===== config.mk =====
export PLATFORM = sky130hd
export DESIGN_NAME = prog_mem_sequencer
export DESIGN_NICKNAME = d
export VERILOG_FILES = /design/src/rtl/prog_mem_sequencer.sv
export SDC_FILE = /design/constraint.sdc
export NUM_CORES = 1
export LEC_CHECK = 0
export ABC_CLOCK_PERIOD_IN_PS = 6650
export CAP_MARGIN = 20
export CORE_MARGIN = 2
export CORE_UTILIZATION = 28
export CTS_BUF_LIST = sky130_fd_sc_hd__clkbuf_16
export CTS_CLUSTER_SIZE = 30
export DETAILED_ROUTE_END_ITERATION = 10
export PLACE_DENSITY = 0.41
export SETUP_SLACK_MARGIN = 0.4
export SYNTH_ARGS = -nofsm -noshare
export SYNTH_HDL_FRONTEND = slang
export SYNTH_SLANG_ARGS = --single-unit

===== constraint.sdc =====
create_clock -name clk -period 6.65 [get_ports clk]
set_clock_uncertainty 0.2 [all_clocks]
set_input_delay 1.33 -clock clk [delete_from_list [all_inputs] [get_ports clk]]
set_output_delay 1.33 -clock clk [all_outputs]
set_load 0.005 [all_outputs]

===== src/rtl/prog_mem_sequencer.sv =====
// Instruction memory with a fetch sequencer: accepts word writes while not running,
// then streams words from address 0 up to a halt opcode or the highest written address.
module prog_mem_sequencer #(
  parameter int           AW      = 4,
  parameter int           DW      = 32,
  parameter logic [5:0]   HALT_OP = 6'h3F
) (
  input  logic          clk,
  input  logic          rst,
  input  logic          actwr,
  input  logic [AW-1:0] wradress,
  input  logic [DW-1:0] tododato,
  input  logic          ejecu,
  input  logic          stall,
  output logic [DW-1:0] instr,
  output logic          instr_valid,
  output logic [AW-1:0] pc,
  output logic          running,
  output logic          done,
  output logic          wr_err
);

  // state   | meaning
  // IDLE    | after reset, nothing written yet; ejecu ignored
  // LOADED  | at least one word written; ejecu starts a run
  // RUN     | fetching one word per unstalled cycle; writes rejected
  // HALT    | run finished; writes accepted, ejecu restarts from 0
  typedef enum logic [1:0] {S_IDLE, S_LOADED, S_RUN, S_HALT} state_t;

  state_t state, state_n;

  logic [DW-1:0] mem [0:(1<<AW)-1];
  logic [AW-1:0] top;
  logic [AW-1:0] instr_addr;
  logic          loaded;
  logic          wr_ok;
  logic          end_run;
  logic          start;

  assign wr_ok   = actwr && (state != S_RUN);
  assign running = (state == S_RUN);
  // The word on instr ends the run if it is a halt or came from the top address.
  assign end_run = (state == S_RUN) && instr_valid &&
                   ((instr[DW-1:DW-6] == HALT_OP) || (instr_addr == top));
  assign start   = (state != S_RUN) && (state_n == S_RUN);

  always_ff @(posedge clk) begin
    if (!rst) state <= S_IDLE;
    else      state <= state_n;
  end

  always_comb begin
    state_n = state;
    case (state)
      S_IDLE:   if (actwr) state_n = ejecu ? S_RUN : S_LOADED;
      S_LOADED: if (ejecu && loaded) state_n = S_RUN;
      S_RUN:    if (end_run) state_n = S_HALT;
      S_HALT:   if (ejecu) state_n = S_RUN;
      default:  state_n = S_IDLE;
    endcase
  end

  // Storage is deliberately not reset.
  always_ff @(posedge clk) begin
    if (wr_ok) mem[wradress] <= tododato;
  end

  always_ff @(posedge clk) begin
    if (!rst) begin
      pc          <= '0;
      top         <= '0;
      loaded      <= 1'b0;
      instr       <= '0;
      instr_addr  <= '0;
      instr_valid <= 1'b0;
      done        <= 1'b0;
      wr_err      <= 1'b0;
    end else begin
      wr_err      <= actwr && (state == S_RUN);
      done        <= end_run;
      instr_valid <= 1'b0;
      if (wr_ok) begin
        loaded <= 1'b1;
        if (wradress > top) top <= wradress;
      end
      if (state == S_RUN) begin
        if (end_run) begin
          // Any fetch issued alongside the final word is dropped.
          pc <= instr_addr + 1'b1;
        end else if (!stall) begin
          instr       <= mem[pc];
          instr_addr  <= pc;
          instr_valid <= 1'b1;
          pc          <= pc + 1'b1;
        end
      end else if (start) begin
        pc <= '0;
      end
    end
  end

endmodule


== After elaboration in Yosys (flattened, before gate mapping) ==
Memories as Yosys holds them, arrays and structs flattened. A register that Yosys moved wholly into a read port is not among the register bits.
Cells that the tools add are included.

* Add/subtract/negate cells: 2
* $lt $le $gt $ge: 1
* Equality and inequality tests: 8
* Muxes and demuxes: 13
* Bitwise gates (word level): 4
* Reduce and logical (&&, ||, !) cells: 14

{| class="wikitable"
|+ Operators by type and width
! operator !! count
|-
| 4-bit 2-to-1 mux || 4
|-
| 2-bit 2-to-1 mux || 5
|-
| 4-bit by 1-bit adder with 4-bit output, second input constant || 2
|-
| 2-bit one-hot mux with 4 select lines || 1
|-
| 2-bit == test, second input constant || 3
|-
| 6-bit == test, second input constant || 1
|-
| 1-bit logical AND || 6
|-
| 4-bit == test || 1
|-
| 4-bit > comparator || 1
|-
| 1-bit inverter || 4
|-
| 2-bit AND reduction || 2
|-
| 1-bit 2-to-1 mux || 3
|-
| 3-bit by 2-bit inequality test with 1-bit output, second input constant || 1
|-
| 3-bit AND reduction || 1
|-
| 3-bit OR reduction || 1
|-
| 2-bit by 1-bit == test with 1-bit output, second input constant || 1
|-
| 2-bit zero test || 1
|-
| 2-bit inequality test, second input constant || 1
|-
| 2-bit nonzero test || 1
|-
| 1-bit zero test || 1
|-
| 1-bit logical OR || 1
|}

* Flip-flop bits (word level): 18
* Bits in writable memories: 512
* Input port bits: 41
* Output and inout bits: 40
* Memories kept: 1

{| class="wikitable"
|+ Memory list
! name !! words !! bits a word !! rd ports !! clocked after Yosys merged registers in !! wr ports !! RTL line !! source
|-
| mem || 16 || 32 || 1 || 1 || 1 || 32 || <nowiki>logic [DW-1:0] mem [0:(1<<AW)-1];</nowiki>
|}

== Depth between registers and ports, before layout ==
* Depth after elaboration: 9
* Depth in mapped cells: 10
* Depth with buffers taken out: 10

== Worst setup path before layout ==
No wires, ideal clock.

* Kind: input-to-reg
* Start: input actwr
* End: memory mem[0][0] (enable)
* Setup time: 0.461 ns
* Data arrival time: 3.809 ns
* Path slack: 2.180 ns
* Cell stages on the path: 4
* Path buffers: 0
* Cells stage by stage: nand2_1 > nor2_1 > nand2_1 > nor3_1

* Word-level cells in the longest chain between the ends: 3

{| class="wikitable"
|+ Ends and longest elaborated chain
! element !! RTL line !! source
|-
| from (decl) || 10 || <nowiki>input logic actwr,</nowiki>
|-
| 1-bit logical AND || 40 || <nowiki>assign wr_ok = actwr && (state != S_RUN);</nowiki>
|-
| 1-bit 2-to-1 mux || 65 || <nowiki>if (wr_ok) mem[wradress] <= tododato;</nowiki>
|-
| 1-bit 2-to-1 mux (implied by the code) || 65 ||
|-
| to (decl) || 32 ||
|}

No other way between the ends.

== Worst setup path after layout ==
* Start: register pc[0]
* End: output pc[0]

{| class="wikitable"
|+ RTL lines
! element !! RTL line !! source
|-
| from (decl) || 17 || <nowiki>output logic [AW-1:0] pc,</nowiki>
|-
| from (signal assigned) || 89 || <nowiki>pc <= instr_addr + 1'b1;</nowiki>
|-
| from (signal assigned) || 94 || <nowiki>pc <= pc + 1'b1;</nowiki>
|}

No word-level cell between the ends.

==> impl_metrics.csv <==
group,metric,value,unit
yosys,async_flop_share,0,%
yosys,netlist_area,21500,sq um
floorplanning,io_pins,81,
floorplanning,die_h,281,um
finish,n_fill_cell,7250,
routing,drt_iter0_drc,768,
clock_tree,cts_setup_buffers,0,
yosys,synth_nets,1076,
routing,wl_per_cell,23.9,um
sta,clock.fmax,271,MHz
clock_tree,cts_max_level,2,
setup_path,crit_slowest_cell,"dfxtp_4",
finish,area_growth,19.0,%
sta,final_max_slew_viol_count,0,
finish,multi_input_area,4900,sq um
setup_path,critical_path.top_delay_family,"flip-flops",
sta,rsz0062_at_grt,"no",
finish,nets,1189,
grt,grt_max_degree,54,
setup_path,cp-end-kind,"output pin",
grt,antenna_found_initial,3,
place,globalplace.congestion,0.710,
place,dp_slack,2.42,ns
setup_path,crit_path_max_incr_delay,0.82,ns
grt,first_global_vias,11100,
finish,layout-drive-gt1-share,22.3,%
pwr,leakage,7.80,nW
clock_tree,clock_sinks,562,
sta,hold_viol_final,0,
yosys,synth-seq-cells,562,
yosys,ys_warn_count,0,
routing,dr.pass1.iters,5,
clock_tree,clk_latency,0.63,ns
sta,worst_pin_slew,0.991,ns
sta,final.setup.tns,0,ns
clock_tree,max-clock-path-buffers,3,
floorplanning,initial_core_util,28.3,%
sta,worst_slack,2.96,ns
floorplanning,core,76100,sq um
clock_tree,hold_buffers,0,
routing,via_per_inst,4.64,
finish,antennaDiodeCount,0,
clock_tree,root_buffer,"clkbuf_16",
clock_tree,cts_resized,0,
pwr,power_density,295,nW/um^2
setup_path,path_max_fanout,33,
clock_tree,cts_tree,"yes",
pwr,peakVddDrop,0.000233,V
hold_path,hold_path_class,"reg2reg",
setup_path,crit_chain,"clkdlybuf4s50_1",
setup_path,required,5.12,ns
status,status,"finished clean",
clock_tree,path_clk_slew,0.06,ns
routing,drc_errors,0,
yosys,synth_edf_count,512,
yosys,synthCells,1030,
grt,grt_pass1_wl,77.4,mm
setup_path,cp_data_arrival_time,2.16,ns
finish,seq_area,16400,sq um
place,portBuffers,80,
yosys,avgSynthCellArea,20.9,sq um
sta,finalCritPeriodShare,55.5,%
sta,finalSetupViolCount,0,
setup_path,crit_path_start_kind,"register",
floorplanning,die_area,79200,sq um
routing,vias,10300,
routing,antenna_left,0,
setup_path,crit_buf_inv,1,
setup_path,setup.worst_path.class,"reg2out",
yosys,synth_cell_types,38,
sta,slew_headroom,33.9,%
yosys,yosys_most_used_dff,"edfxtp_1",
yosys,synth-seq-area-share,76.0,%
grt,grt_overflow,0,
floorplanning,die_width,281,um
clock_tree,cts_buffers,61,
routing,wl,53.1,mm
job,maxCapViolCount,0,
sta,whs,0.273,ns
sta,period_minus_slack,3.69,ns
grt,grt.total_usage,13.6,%
pwr,power,7.56,mW
place,place_hpwl,29.8,mm
floorplanning,row_count,101,
[per-stage QoR]
step | utilization [%] | cell area (sq um) | instances
after floorplan | - | 21500 | 1030
after global placement | 31.1 | 23600 | 2110
after detailed placement | 31.1 | 23600 | 2110
after CTS | 33.7 | 25600 | 2226
after global routing | 33.7 | 25600 | 2226
final | 33.7 | 25600 | 2226
[final timing paths]
kind | startpoint | endpoint | slack (ns) | cells after the start
max | pc[0]$_SDFFE_PN0P_ | pc[0] | 2.96 | 1
min | instr[7]$_SDFFE_PN0P_ | instr[7]$_SDFFE_PN0P_ | 0.27 | 1
max reg2reg | pc[0]$_SDFFE_PN0P_ | instr[6]$_SDFFE_PN0P_ | 3.37 | 6
min reg2reg | instr[7]$_SDFFE_PN0P_ | instr[7]$_SDFFE_PN0P_ | 0.27 | 1
[cells by family after synthesis]
kind of cell / Yosys count / synth area share [%]
buffers and inverters: 68 / 1.75
muxes: 173 / 15.5
xor gates and xnor gates: 6 / 0.244
AOI/OAI and AO/OA: 118 / 3.84
adders and majority gates: 5 / 0.290
and+or+nand+nor: 98 / 2.34
DFF: 562 / 76.0
[sequential cells by signal, indices dropped and copies added (netlist names)]
register     flops
mem            512
instr           32
instr_addr       4
pc               4
top              4
state            2
done             1
instr_valid      1
loaded           1
wr_err           1
[area by class of cell]
cell class | instances | area share [%]
inverters | 10 | 0.146
flip-flops and latches | 562 | 64.0
clock buffers | 62 | 6.05
multi-input cells | 400 | 19.1
well taps | 1030 | 5.03
repair buffers | 108 | 3.99
clock inverters | 54 | 1.69
[layout by cell type, fill, tap and decap left out, types with 6 or more instances in the layout]
master and instances:
inv_1 25, bufinv_16 7, mux2i_1 42, nor2_1 6, nor2b_1 33, clkbuf_16 62
a211oi_1 33, edfxtp_1 512, buf_4 27, nand2_1 23, nor2_4 12, clkinv_2 11
dfxtp_1 46, a22o_1 32, clkinv_1 18, xnor2_1 6, mux4_2 128, clkdlybuf4s50_1 80
o21ai_0 6, a21oi_1 37
[report_power, final]
group	total, mW	leakage [nW]	switching [mW]	internal (mW)
logic	0.294	1.73	0.170	0.123
registers	3.93	5.03	0.0252	3.90
clock network	3.34	1.03	1.39	1.95
total	7.56	7.80	1.59	5.98
[metal layers]
metal  track usage [%]  vias to the layer above  wire, um  part of all wire, %
li1                  -                     4510         -                    -
met1              18.7                     5520     24600                   46
met2              22.1                      212     25100                   47
met3              2.54                       79      2320                  4.4
met4              3.57                        2      1150                  2.2
met5                 0                        -        13                0.024
[cell usage after synthesis, drive strengths merged (6+ instances only)]
| cell type | count | area share (%) |
|---|---|---|
| a211oi | 33 | 1.2 |
| a21oi | 38 | 0.90 |
| a22o | 32 | 1.3 |
| buf | 40 | 1.3 |
| clkbuf | 18 | 0.31 |
| dfxtp | 50 | 4.6 |
| edfxtp | 512 | 71 |
| inv | 10 | 0.17 |
| mux2i | 42 | 2.0 |
| mux4 | 128 | 13 |
| nand2 | 23 | 0.40 |
| nor2 | 18 | 0.31 |
| nor2b | 33 | 0.96 |
| o21ai | 6 | 0.14 |
| xnor2 | 6 | 0.24 |
Power figures use the tool's default switching activity.
